## config.mk

```make
export PLATFORM = sky130hd
export DESIGN_NAME = operand_mux_pipe
export DESIGN_NICKNAME = d
export VERILOG_FILES = /design/src/rtl/operand_mux_pipe.sv
export SDC_FILE = /design/constraint.sdc
export NUM_CORES = 1
export LEC_CHECK = 0
export CAP_MARGIN = 20
export CORE_UTILIZATION = 68
export CTS_CLUSTER_DIAMETER = 150
export CTS_CLUSTER_SIZE = 28
export DETAILED_ROUTE_END_ITERATION = 8
export DONT_BUFFER_PORTS = 1
export PLACE_DENSITY_LB_ADDON = 0.1
export SYNTH_ARGS = -nofsm -noshare
export SYNTH_HDL_FRONTEND = slang
export SYNTH_SLANG_ARGS = --single-unit
```

## constraint.sdc

```tcl
create_clock -name clk_i -period 3.5 [get_ports clk_i]
set_clock_uncertainty 0.05 [all_clocks]
set_input_delay 0.35 -clock clk_i [delete_from_list [all_inputs] [get_ports clk_i]]
set_output_delay 0.35 -clock clk_i [all_outputs]
set_load 0.005 [all_outputs]
```

## src/rtl/operand_mux_pipe.sv

```systemverilog
// operand_mux_pipe: N-to-1 operand selector feeding a stallable,
// flushable register chain with out-of-range select tracking.
module operand_mux_pipe #(
  parameter int WIDTH  = 32,
  parameter int NUM_IN = 3,
  parameter int STAGES = 1,
  localparam int SEL_W = (NUM_IN > 1) ? $clog2(NUM_IN) : 1
) (
  input  logic                    clk_i,
  input  logic                    rst_i,
  input  logic [NUM_IN*WIDTH-1:0] data_i,
  input  logic [SEL_W-1:0]        select_i,
  input  logic                    valid_i,
  input  logic                    stall_i,
  input  logic                    flush_i,
  output logic [WIDTH-1:0]        data_o,
  output logic                    valid_o,
  output logic                    sel_err_o,
  output logic [7:0]              err_cnt_o
);

  localparam logic [SEL_W:0] LP_NUM = NUM_IN[SEL_W:0];

  logic [WIDTH-1:0] w_sel_data;
  logic             w_oor;
  logic             w_err;

  logic             r_v [STAGES];
  logic [WIDTH-1:0] r_d [STAGES];
  logic             r_sel_err;
  logic [7:0]       r_err_cnt;

  // Unmatched (out-of-range) selects fall back to input 0.
  always_comb begin
    w_sel_data = data_i[WIDTH-1:0];
    for (int k = 1; k < NUM_IN; k++) begin
      if (select_i == k[SEL_W-1:0]) begin
        w_sel_data = data_i[k*WIDTH +: WIDTH];
      end
    end
  end

  assign w_oor = ({1'b0, select_i} >= LP_NUM);
  assign w_err = valid_i & w_oor;

  always_ff @(posedge clk_i or negedge rst_i) begin
    if (!rst_i) begin
      for (int s = 0; s < STAGES; s++) begin
        r_v[s] <= 1'b0;
        r_d[s] <= '0;
      end
      r_sel_err <= 1'b0;
      r_err_cnt <= 8'd0;
    end else if (flush_i) begin
      for (int s = 0; s < STAGES; s++) begin
        r_v[s] <= 1'b0;
        r_d[s] <= '0;
      end
      r_sel_err <= 1'b0;
    end else if (!stall_i) begin
      r_v[0] <= valid_i;
      r_d[0] <= valid_i ? w_sel_data : '0;
      for (int s = 1; s < STAGES; s++) begin
        r_v[s] <= r_v[s-1];
        r_d[s] <= r_d[s-1];
      end
      r_sel_err <= w_err;
      if (w_err && (r_err_cnt != 8'hFF)) begin
        r_err_cnt <= r_err_cnt + 8'd1;
      end
    end
  end

  assign data_o    = r_d[STAGES-1];
  assign valid_o   = r_v[STAGES-1];
  assign sel_err_o = r_sel_err;
  assign err_cnt_o = r_err_cnt;

endmodule

```

======== Word-level counts from Yosys, hierarchy flattened ========
Index checks and enable logic that the tools add are counted.
word-level totals
  logic and storage cells ................. 24
  output and inout port bits .............. 42
  input bits .............................. 103
  register bits after elaboration ......... 42
cells by class
  reduce and logical (&&, ||, !) cells .... 2
  mux-type cells .......................... 9
  $lt $le $gt $ge ......................... 1
  $add $sub $neg .......................... 1
  eq/ne operators ......................... 4
  bitwise operators ....................... 3
operators by type and width
  kind                 count
  $mux 32              5
  $add 8x1->8 const B  1
  $ne 8x8->1 const B   1
  $mux 1               4
  $reduce_and 3->1     1
  $eq 2x1->1 const B   1
  $eq 2x2->1 const B   1
  $ge 2x2->1 const B   1
  $ne 2x1->1 const B   1
  $not 1->1            2
  $and 1x1->1          1
  $logic_and 1x1->1    1

======== Longest topological paths before layout ========
Gate-level depths: netlist (run 1).
  word-level depth ........................ 6
  gate-level depth with buffers ........... 6
  mapped depth without buffers ............ 5

======== Worst setup path before layout (run 1) ========
Ideal clock, no wire load.
  path type ............................... reg-to-reg
  start ................................... register r_err_cnt[0], in the netlist err_cnt_o[0]
  end ..................................... register r_err_cnt[1], in the netlist err_cnt_o[1]
  stages on the path, launching flop included .. 5
  buffers on the path ..................... 0
  setup slack ............................. 2.044 ns
  setup time .............................. 0.128 ns
  clock period less this slack ............ 1.456 ns
  required time ........................... 3.322 ns
  data arrival time ....................... 1.278 ns
  cell sequence ........................... dfrtp_1 ha_1 nand3_1 o211a_1 mux2_1
on the way
  longest elaborated chain between the ends .. 3
  elaborated cells between the ends (all ways) .. 4
  those cells by class .................... 1 x add/sub; 1 x eq/ne; 2 x reduce/logical
ends and longest elaborated chain
  item                                                                 line  RTL
  from (decl)                                                          31    logic [7:0] r_err_cnt;
  from (signal assigned)                                               69    r_err_cnt <= r_err_cnt + 8'd1;
  parallel branches: the longest is 3 deep, another holds $add 8x1->8  n/a
Several ways; the timed one is not identified.
A chain may end at the register's enable or synchronous reset.

======== Worst setup path in the final report (run 1) ========
Same ends and word-level chain as after synthesis.

==> results.md, run 1 <==
- The analysis attributes to cell leakage a power of 0.00120 uW.
- The via count of the first global-routing pass is just under 2k.
- The worst register-to-register path ends at err_cnt_o[1].
- The final layout net count is between 300 and 400.
- The die is 63.6 um tall.
- The overall via count from detail_route is 2,012.
- The signal on the critical path passes through ha_1 > nand3_1 > o211a_1 > mux2_1.
- The initial antenna violation count is 0.
- After synthesis the netlist holds a flip-flop and latch count of 42.
- The sum of routed wire length over all layers is 5800 um.
- The detailed router finished its first iteration with 138 violations.
- The floorplan has 22 rows.
- The number of warnings issued by yosys is 0.
- The DRC violations left is 0.
- The required time of the critical path is 3.63 ns.
- The met2 track demand over resource is 47.7%.
- The mean post-synth cell area is slightly above 10 um^2.
- The worst hold path cell count is 2.
- IR analysis of the VDD net gives a maximum drop of 275 uV.
- On the final layout, the worst hold slack is 0.261 ns.
- Cells fill 72.6% of the core in the end.
- The count of unique library cells instantiated by Yosys is 25.
- The startpoint kind of the worst setup timing path is a flop.
- The largest individual stage delay along the critical path comes from the cell dfrtp_1.
- The die covers 0.00404 mm^2.
- The placeable core area is 0.00366 mm^2.
- The sum of net half-perimeters after detailed placement is 3860 um.
- The final critical path takes up a little under half of the cycle.
- The clock passes through at most 2 buffers.
- The first-pass GRT wire length is 8770 um.
- The number of post-CTS setup repair buffers is 0.
- The global-route total usage across every layer is approximately 28%.
- The run finished with clean final reports.
- TritonCTS built the clock tree.
- Of the synthesized area, sequential elements account for 40.8%.
- In the global route stage, met3 resource usage came out at just under 9%.
- The worst hold path terminates at data_o[25].
- STA classifies the critical path endpoint as a flop.
- The worst slew margin relative to its limit is 75.6%.
- The total of endpoints with negative setup slack in the final report is 0.
- The clock root buffer is clkbuf_8.
- The startpoint of the tightest hold check path is select_i[0].
- For the worst setup path, the data arrival time is between 1.5 and 2 ns.
- The number of H-tree branching levels is 2.
- The clock slew at the register clock pins of the worst setup and hold paths is 0.08 ns.
- The tool flagged a number of max-cap violations equal to 0.
- The final number of hold-violating endpoints is 0.
- The TritonCTS buffer count is 5.
- The reg-to-reg critical path startpoint is err_cnt_o[0].
- Dividing the detail-routed wire length by the instance count gives roughly 20 um.
- The later pin in the worst-skew pair is clocked with a latency of 0.29 ns.
- The category of the critical setup timing path is reg2reg.
- The die boundary width is 63.6 um.
- In the final layout, the share of cells above drive strength 1 is 4.98%.
- Routability-driven placement finished with a final weighted congestion of 0.673.
- about 150 I/O pins were placed.
- The highest fanout seen on the critical path is 5.
- The count of buffers added on input and output ports is 0.
- Based on the critical path, the design can be clocked at up to 633 MHz.
- The pin count of the biggest net entering global routing is 98.
- In this run the worst hold path is classified as in2reg.
- The antenna diode count is 0.
- The final total negative setup slack is 0 ns.
- The first detailed-routing pass ran for 4 iterations.
- The global routing's busiest layer is met2.
- The worst-case register-to-register setup slack is 1.92 ns.
- For the pin with the worst max-slew slack, the measured transition is 0.366 ns.
- The routing usage on met1 is between 30 and 40%.
- The residual antenna-violating net count after detailed routing is 0.
- The clock drives 42 sinks.
- The final critical path time including I/O delays and setup is 1.58 ns.
- Setup repair after global routing left no endpoint under its margin.
- For this design the ratio of total power to cell area is 387 mW/mm^2.
- The synthesized netlist net count is approximately 360.
- The overall overflow remaining after global route is 0.
- The layout-stage area growth over the synthesis result is 3.01%.
- The mapped cell area is 0.00258 mm^2.
- The worst reg-to-reg path cell count is 4.
- Dividing the detail-routed via count by the number of cells gives about 7.
- The initial utilization of the core area, before any placement, comes to 70.4%.
- The number of max-slew violations in the final report was 0.
- The gate count of the mapped netlist is 254.
- The peak per-stage delay on the critical path is 0.44 ns.
## timing repair
| action | 4_1_cts | 5_1_grt |
|---|---|---|
| endpoints found under the hold margin | 42 | 0 |
| gates resized for setup | 0 | 0 |
| hold buffers | 2 | 0 |
## logic make-up (layout without fill, tap and decap cells)
logic type	Yosys count	after routing	share of synthesized area, %
fa+ha+maj	1	1	0.485
buf+inv	25	12	4.71
xor+xnor	7	7	2.38
flops	42	42	40.8
compound gates	100	100	27.6
mux	33	33	12.9
simple gates	46	46	11.2
## per-layer routing
layer,routed length [um],share of wire [%]
met1,2290,39
met2,2930,50
met3,477,8.2
met4,110,1.9
met5,0,0
## Yosys cell counts, drive strengths merged
cell	instances	area (um^2)
a211oi	32	240
xor2	4	35.0
and3	1	6.26
nor3	2	10.0
a21o	1	7.51
clkbuf	14	52.6
mux2	1	11.3
nor3b	1	18.8
xnor2	3	26.3
mux2i	32	320
and2	1	6.26
a22o	33	289
nand2	2	7.51
o211a	1	10.0
nor2b	33	206
nand3	1	5.00
nand4	4	25.0
nor2	1	3.75
buf	11	68.8
dfrtp	42	1050
a21oi	32	160
o21ai	1	5.00
ha	1	12.5
## placed cells by master (no fill, tap or decap)
cell	count
xnor2_1	3
nor2b_2	1
dlygate4sd3_1	1
clkbuf_8	6
nor2_1	1
ha_1	1
nand4_1	4
mux2i_1	32
buf_12	1
nor3_1	2
and3_1	1
and2_1	1
o21ai_1	1
mux2_1	1
nand2_1	2
dfrtp_1	42
nor2b_1	32
a21o_1	1
nand3_1	1
buf_4	2
a211oi_1	32
clkinv_2	1
a22o_1	33
xor2_1	4
clkbuf_1	1
nor3b_4	1
o211a_1	1
a21oi_1	32
## power by group
group	internal [uW]	switching [uW]
sequential	519	39.6
combinational	81.6	69.0
clock	159	160
total	759	268
## stage by stage
step,power [uW],setup slack (ns),cell area [um^2],cells
after global placement,694,2.00,2530,279
after detailed placement,705,1.95,2530,279
after CTS,1030,1.93,2660,289
final,1030,1.92,2660,289
after floorplan,704,2.04,2580,254
after global routing,1070,1.84,2660,289
## worst max-delay path: cells and delay by family, from the launching register on
kind,cells,cell delay [ns]
simple gates,1,0.12
compound gates,1,0.29
mux,1,0.32
flops,1,0.44
fa+ha+maj,1,0.25
## state kept, by name (all words and copies together), names as in the netlist
| signal | cells |
|---|---|
| err_cnt_o | 8 |
| valid_o | 1 |
| data_o | 32 |
| sel_err_o | 1 |
## how the worst max path moves through the flow
stage / to / slack (ns) / startpoint / depth (start not counted)
after floorplan: err_cnt_o[1] / 2.04 / err_cnt_o[0] / 4
after CTS: err_cnt_o[1] / 1.93 / err_cnt_o[0] / 4
final: err_cnt_o[1] / 1.92 / err_cnt_o[0] / 4
after global placement: err_cnt_o[1] / 2.00 / err_cnt_o[0] / 4
after global routing: err_cnt_o[1] / 1.84 / err_cnt_o[0] / 4
after detailed placement: err_cnt_o[1] / 1.95 / err_cnt_o[0] / 4
## final cells by class
| type | instances | area (um^2) |
|---|---|---|
| repair buffers | 4 | 45.0 |
| clock inverters | 1 | 5.00 |
| well taps | 48 | 60.1 |
| fillers | 277 | 1000 |
| flip-flops and latches | 42 | 1050 |
| multi-input cells | 187 | 1410 |
| clock buffers | 7 | 86.3 |
(Power assumes the default switching activity.)
==> inputs of run 2 (changes only) <==
--- a/config.mk
+++ b/config.mk
@@ -6,7 +6,7 @@
 export NUM_CORES = 1
 export LEC_CHECK = 0
 export CAP_MARGIN = 20
-export CORE_UTILIZATION = 68
+export CORE_UTILIZATION = 63
 export CTS_CLUSTER_DIAMETER = 150
 export CTS_CLUSTER_SIZE = 28
 export DETAILED_ROUTE_END_ITERATION = 8
==> constraint.sdc (replaced) <==
create_clock -name clk_i -period 1.6 [get_ports clk_i]
set_clock_uncertainty 0.05 [all_clocks]
set_input_delay 0.16 -clock clk_i [delete_from_list [all_inputs] [get_ports clk_i]]
set_output_delay 0.16 -clock clk_i [all_outputs]
set_load 0.005 [all_outputs]
==> results.md, run 2 (synthesized netlist as in run 1, its figures left out) <==
- The run finished with clean final reports.
- The worst slew margin relative to its limit is 76.2%.
- Across the VDD grid, the largest voltage drop is 707 uV.
- The number of DRC violations after detailed-routing iteration 0 is 116.
- The post-route netlist has about 7% of its cells at a drive strength greater than 1.
- Along the worst path, the maximum fanout reaches 5.
- The tree is rooted in a clkbuf_8.
- Using the TritonRoute via totals, the vias-per-cell ratio works out to 6.82.
- The global-route total usage across every layer is 26.1%.
- The global placement routability congestion is approximately 0.68.
- Global routing consumed, on the met3 layer, 7.59% of the routing resources.
- The final standard cell count with taps included and fillers excluded is ~290.
- After clock tree synthesis, the clock-pin slew on the worst setup and hold paths is 0.08 ns.
- For the pin with the worst max-slew slack, the measured transition is 0.357 ns.
- The worst hold path cell count is 2.
- The total area of sequential cells is around 0.0011 mm^2.
- The initial antenna violation count is 0.
- The data arrival time at the worst-slack endpoint is 1.66 ns.
- The number of violations of the max-capacitance limit is 0.
- Data on the critical path is required at its endpoint by 1.72 ns.
- The row count is 22.
- The slowest library cell on the worst path is dfrtp_1.
- The first global-routing pass estimated 8600 um of wire.
- The worst setup path is launched from a flop.
- The overall die height is approximately 66 um.
- The overall via count from detail_route is 1,985.
- Fill cells in the final layout number 294.
- The overall overflow remaining after global route is 0.
- Once detail routing completed, the nets flagged for antenna violations numbered 0.
- Compared with the post-synthesis result, the final layout area differs by 5.09%.
- Global routing used 32.0% of the available met1 tracks.
- The power per cell area is 886 mW/mm^2.
- The number of buffers between clock root and the deepest sink is 2.
- The final layout net count is 347.
- In the final routed layout, each cell accounts on average for 19.4 um.
- The clock tree from TritonCTS is built.
- Of the available clock period, the critical path in the final layout requires 96.4%.
- The antenna diode count is 0.
- On the final layout, the worst hold slack is just under 0.09 ns.
- The number of H-tree branching levels is 2.
- The final total negative setup slack is 0 ns.
- The total of endpoints with negative setup slack in the final report is 0.
- The placed instances occupy a cell area of around 0.0026 mm^2.
- Derived from the worst setup path, the maximum achievable clock frequency is 648 MHz.
- The worst setup path is of the reg2reg kind.
- Summing internal, switching and leakage power gives 2400 uW.
- The die boundary width is around 66 um.
- The final critical path time including I/O delays and setup is ~1.5 ns.
- The clock reaches the later pin of the worst-skew pair after 0.28 ns.
- For this configuration, the core starts out at a cell density of 67.9%.
- The cell total after placement is around 280.
- The most common library cell in the layout ignoring fill and taps is dfrtp_1.
- On the worst path, the slowest cell contributes a delay of 0.41 ns.
- Summing all multi-input logic gate instances after layout gives roughly 0.0014 mm^2.
- The number of flip-flops under the largest register name is 32.
- The critical path goes through ha_2 > nand3_1 > o211a_4 > mux2_1.
- The final number of hold-violating endpoints came to 0.
- For this design, the sink count on the clock tree is 42.
- STA classifies the critical path endpoint as a flop.
- In this run the static leakage power is 0.00122 uW.
- In this run, CTS created clock tree buffers numbering 5.
- The pin count of the biggest net entering global routing is 98.
- The DRC violations left is 0.
- Detailed placement finished with a half-perimeter wire length of just under 4000 um.
- The worst reg-to-reg path cell count is 4.
- In the global route stage, met2 resource usage came out at ~45%.
- The cell family contributing the most delay on the critical path is flip-flops.
- The via count of the first global-routing pass is 1,821.
- Leaving out fill and tap cells, the most frequent cells in the layout are dfrtp_1, a22o_1.
- The core region is 0.00380 mm^2.
- The sum of routed wire length over all layers is about 5700 um.
- The number of buffers and inverters on the critical path is 0.
- The critical path depth in cells is 4.
- The tightest min-delay check is of the in2reg type.
- The first TritonRoute pass finished after 4 iterations.
- Buffers placed on the I/O ports in this run total 0.
- The die footprint is about 0.0044 mm^2.
- The global routing stage identified its most utilized layer as met2.
- Pin placement for this block handled 145 I/O pins.
- Setup repair after global routing left no endpoint under its margin.
- The summed area of non-filler cells in the final layout is 0.00271 mm^2.
- The number of max-slew violations in the final report is 0.
-- run 2: metrics by stage --
step,utilization (%),worst slack [ns]
detailed placement,67.3,0.0106
floorplan,-,0.144
global placement,67.3,0.127
CTS,71.1,0.0260
global route,71.3,0.00422
finish,71.3,0.0576
-- run 2: final timing paths --
| check | startpoint | endpoint | slack (ns) |
|---|---|---|---|
| worst max-delay path | err_cnt_o[1] | err_cnt_o[1] | 0.06 |
| worst min-delay path | select_i[0] | data_o[29] | 0.09 |
| worst max register to register | err_cnt_o[1] | err_cnt_o[1] | 0.06 |
| worst min register to register | data_o[28] | data_o[28] | 0.49 |
| max in group asynchronous | rst_i | data_o[29] | 1.00 |
| min in group asynchronous | rst_i | data_o[9] | 0.30 |
-- run 2: metal layers --
layer / share of wire, % / vias up
li1: - / 934
met1: 39 / 940
met2: 50 / 107
met3: 9.7 / 4
met4: 0.67 / 0
met5: 0 / -
-- run 2: area by class of cell --
cell class	count	share of cell area, %
well taps	48	2.22
multi-input cells	187	52.4
clock inverters	1	1.11
clock buffers	6	3.05
flip-flops and latches	42	38.8
repair buffers	7	2.49
-- run 2: worst reg2reg max path, cell delays in order, from the launching register on --
cell     delay (ns)
dfrtp_1        0.41
ha_2           0.24
nand3_1        0.13
o211a_4        0.28
mux2_1         0.32
-- run 2: repair_timing --
item,CTS,global route
hold endpoints to repair,42,0
hold buffers,2,0
endpoints found under the setup margin,1,1
buffers inserted,0,0
gates resized for setup,1,1
-- run 2: power by group --
| part | internal (uW) | total, uW | switching (uW) |
|---|---|---|---|
| Sequential | 1130 | 1210 | 75.7 |
| Clock | 499 | 829 | 330 |
| Combinational | 198 | 362 | 164 |
==> inputs of run 3 (changes only) <==
--- a/config.mk
+++ b/config.mk
@@ -11,7 +11,7 @@
 export CTS_CLUSTER_SIZE = 28
 export DETAILED_ROUTE_END_ITERATION = 8
 export DONT_BUFFER_PORTS = 1
-export PLACE_DENSITY_LB_ADDON = 0.1
+export PLACE_DENSITY = 0.82
 export SYNTH_ARGS = -nofsm -noshare
 export SYNTH_HDL_FRONTEND = slang
 export SYNTH_SLANG_ARGS = --single-unit
==> results.md, run 3 (synthesized netlist as in run 1, its figures left out) <==
- The final layout contains routed wiring with a total length of 5390 um.
- The initial antenna violation count came to 0.
- The row count is 22.
- The achievable clock frequency is 666 MHz.
- The worst reg-to-reg path cell count is 4.
- The worst setup path startpoint is err_cnt_o[1].
- CTS saw 42 sinks.
- The average wire per standard cell is roughly 19 um.
- Of the total power, registers draw between 50% and 60%.
- The first global-routing pass estimated roughly 8000 um of wire.
- The internal power of the cells totals 1630 uW.
- The category of cells accounting for the largest share of critical-path delay is flip-flops.
- The antenna diode count is 0.
- The number of DRC violations after detailed-routing iteration 0 is roughly 110.
- In the layout the commonest cells are dfrtp_1, a22o_1.
- Leaving out fill and tap cells, the most frequent cell in the layout is dfrtp_1.
- The final total negative setup slack is 0 ns.
- The number of max-slew violations in the final report came to 0.
- The cell leakage power is approximately 0.0012 uW.
- TritonCTS built the clock tree.
- The terminus of the critical flop-to-flop path is err_cnt_o[1].
- STA classifies the critical path endpoint as a flop.
- The die footprint is 0.00435 mm^2.
- Dividing total power by cell area gives a power density of 816 mW/mm^2.
- The TritonCTS buffer count is 5.
- For this run, design rule violations remaining after detail routing come to 0.
- Detailed routing inserted a total of 1,932 vias.
- In this run the critical register-to-register path is launched from err_cnt_o[1].
- The slew at the pin closest to its max-slew limit is roughly 0.35 ns.
- The register with the most flip-flops in the layout has 32 of them.
- The global placement routability congestion is 0.732.
- Clock tree synthesis selected as its root buffer the cell clkbuf_8.
- The overall die height is between 60 and 70 um.
- The number of top-level pins is 145.
- The final layout contains 347 nets.
- The number of H-tree branching levels is 2.
- The run finished with clean final reports.
- The largest vdd supply drop is 567 uV.
- The final core area utilization is 70.4%.
- The total of buffers placed on input and output ports is 0.
- Dividing the detail-routed via count by the number of cells gives between 6 and 7.
- At the worst endpoint, the required time is 1.72 ns.
- The clock network is responsible for between 20% and 30% of the overall power.
- The clock slew at the register clock pins of the worst setup and hold paths is 0.07 ns.
- The count of nets left with antenna violations once routing finished came out at 0.
- Buffers added to address setup during post-CTS repair amount to 0.
- The global-route total usage across every layer is 24.1%.
- The termination of the worst setup path is err_cnt_o[1].
- The highest fanout seen on the critical path is 5.
- Setup repair after global routing left no endpoint under its margin.
- For this design, the slowest cell found on the critical path is dfrtp_1.
- The HPWL after detailed placement is between 3000 and 4000 um.
- The category of the critical setup timing path is reg2reg.
- The later pin in the worst-skew pair is clocked with a latency of 0.28 ns.
- The floorplan step set the die width to 66.0 um.
- Entering global routing, the biggest net connects 98 pins.
- Setup slack on the worst reg-to-reg path comes out at ~0.098 ns.
- In this run the deepest clock path goes through 2 buffers.
- Data on the critical path arrives at its endpoint at 1.62 ns.
- Hold is met by about 0.09 ns.
- The critical path depth in cells is 4.
- Before antenna repair, the detailed router went through 4 iterations.
- The core region is about 0.0038 mm^2.
- The final number of hold-violating endpoints is 0.
- The via count of the first global-routing pass is 1,745.
- Counting I/O delays and the setup requirement, the final critical path takes between 1.5 and 2 ns.
- The final worst-path cycle share is 93.9%.
- Per report_power, the combinational group accounts for between 10% and 20% of the total.
- Headroom to the max-slew limit came out at 76.4%.
- The overall overflow remaining after global route is 0.
- The worst min-delay path class is in2reg.
- The critical path goes through ha_2 > nand3_1 > o211a_4 > mux2_1.
- The number of violations of the max-capacitance limit is 0.
- The peak per-stage delay on the critical path is 0.41 ns.
- The initial utilization of the core area, before any placement, comes to between 60% and 70%.
- The total net switching power is 550 uW.
- The total of endpoints with negative setup slack in the final report is 0.
- The number of buffers and inverters on the critical path is 0.
- The layout has 300 filler cells.
- The layout-stage area growth over the synthesis result is 3.69%.
- The share of cells above drive strength 1 is 6.17%.
- The startpoint kind of the worst setup timing path is a flop.
- Net switching is 25.2% of the power.
-- run 3: changes by cell type in the layout (fill, tap and decap cells not counted) --
cell / previous run / this run
clkbuf_1: 0 / 2
bufinv_16: 1 / 0
clkbuf_8: 6 / 5
-- run 3: routing by layer --
layer	wire length (um)	track usage (%)
met1	2280	30.1
met2	2630	40.6
met3	440	7.24
met4	44	5.85
met5	0	0
-- run 3: cell type report --
class                   count  area (um^2)  area share [%]
clock buffers               7         76.3            2.85
multi-input cells         187         1420            53.1
flip-flops and latches     42         1050            39.3
well taps                  48         60.1            2.25
repair buffers              7         67.6            2.53
-- run 3: worst min path at each step --
stage | from | endpoint | slack [ns] | cells after the start
2_1_floorplan | rst_i | data_o[0] | -0.19 | 0
3_3_place_gp | rst_i | data_o[11] | -0.18 | 0
3_5_place_dp | rst_i | data_o[11] | -0.18 | 0
4_1_cts | select_i[0] | data_o[3] | 0.07 | 2
5_1_grt | select_i[0] | data_o[25] | 0.07 | 2
6_report | select_i[0] | data_o[21] | 0.09 | 2
-- run 3: what timing repair did --
action                                  in CTS  in global routing
gates resized for setup                      0                  2
hold endpoints to repair                    42                  0
hold buffers                                 2                  0
endpoints found under the setup margin       0                  1
-- run 3: worst reg2reg max path: cells and delay by family (launching register included) --
family | cells | cell delay, ns
AO/OA/AOI/OAI | 1 | 0.28
adder cells (fa/ha/maj) | 1 | 0.23
flip-flops | 1 | 0.41
multiplexers | 1 | 0.31
AND/OR/NAND/NOR | 1 | 0.12
-- run 3: power groups by stage --
stage               combinational [uW]  clock [uW]  sequential (uW)
floorplan                          322           0             1220
global route                       404         680             1220
detailed placement                 326           0             1230
finish                             354         622             1210
global placement                   316           0             1230
CTS                                355         630             1210
-- run 3: per-stage QoR --
stage,setup slack (ns),std cells,instance area [um^2],total power [uW]
finish,0.0980,291,2670,2180
global route,0.0197,291,2670,2300
CTS,0.0736,291,2660,2190
detailed placement,0.0849,282,2560,1550
global placement,0.117,282,2560,1540
floorplan,0.144,254,2580,1540
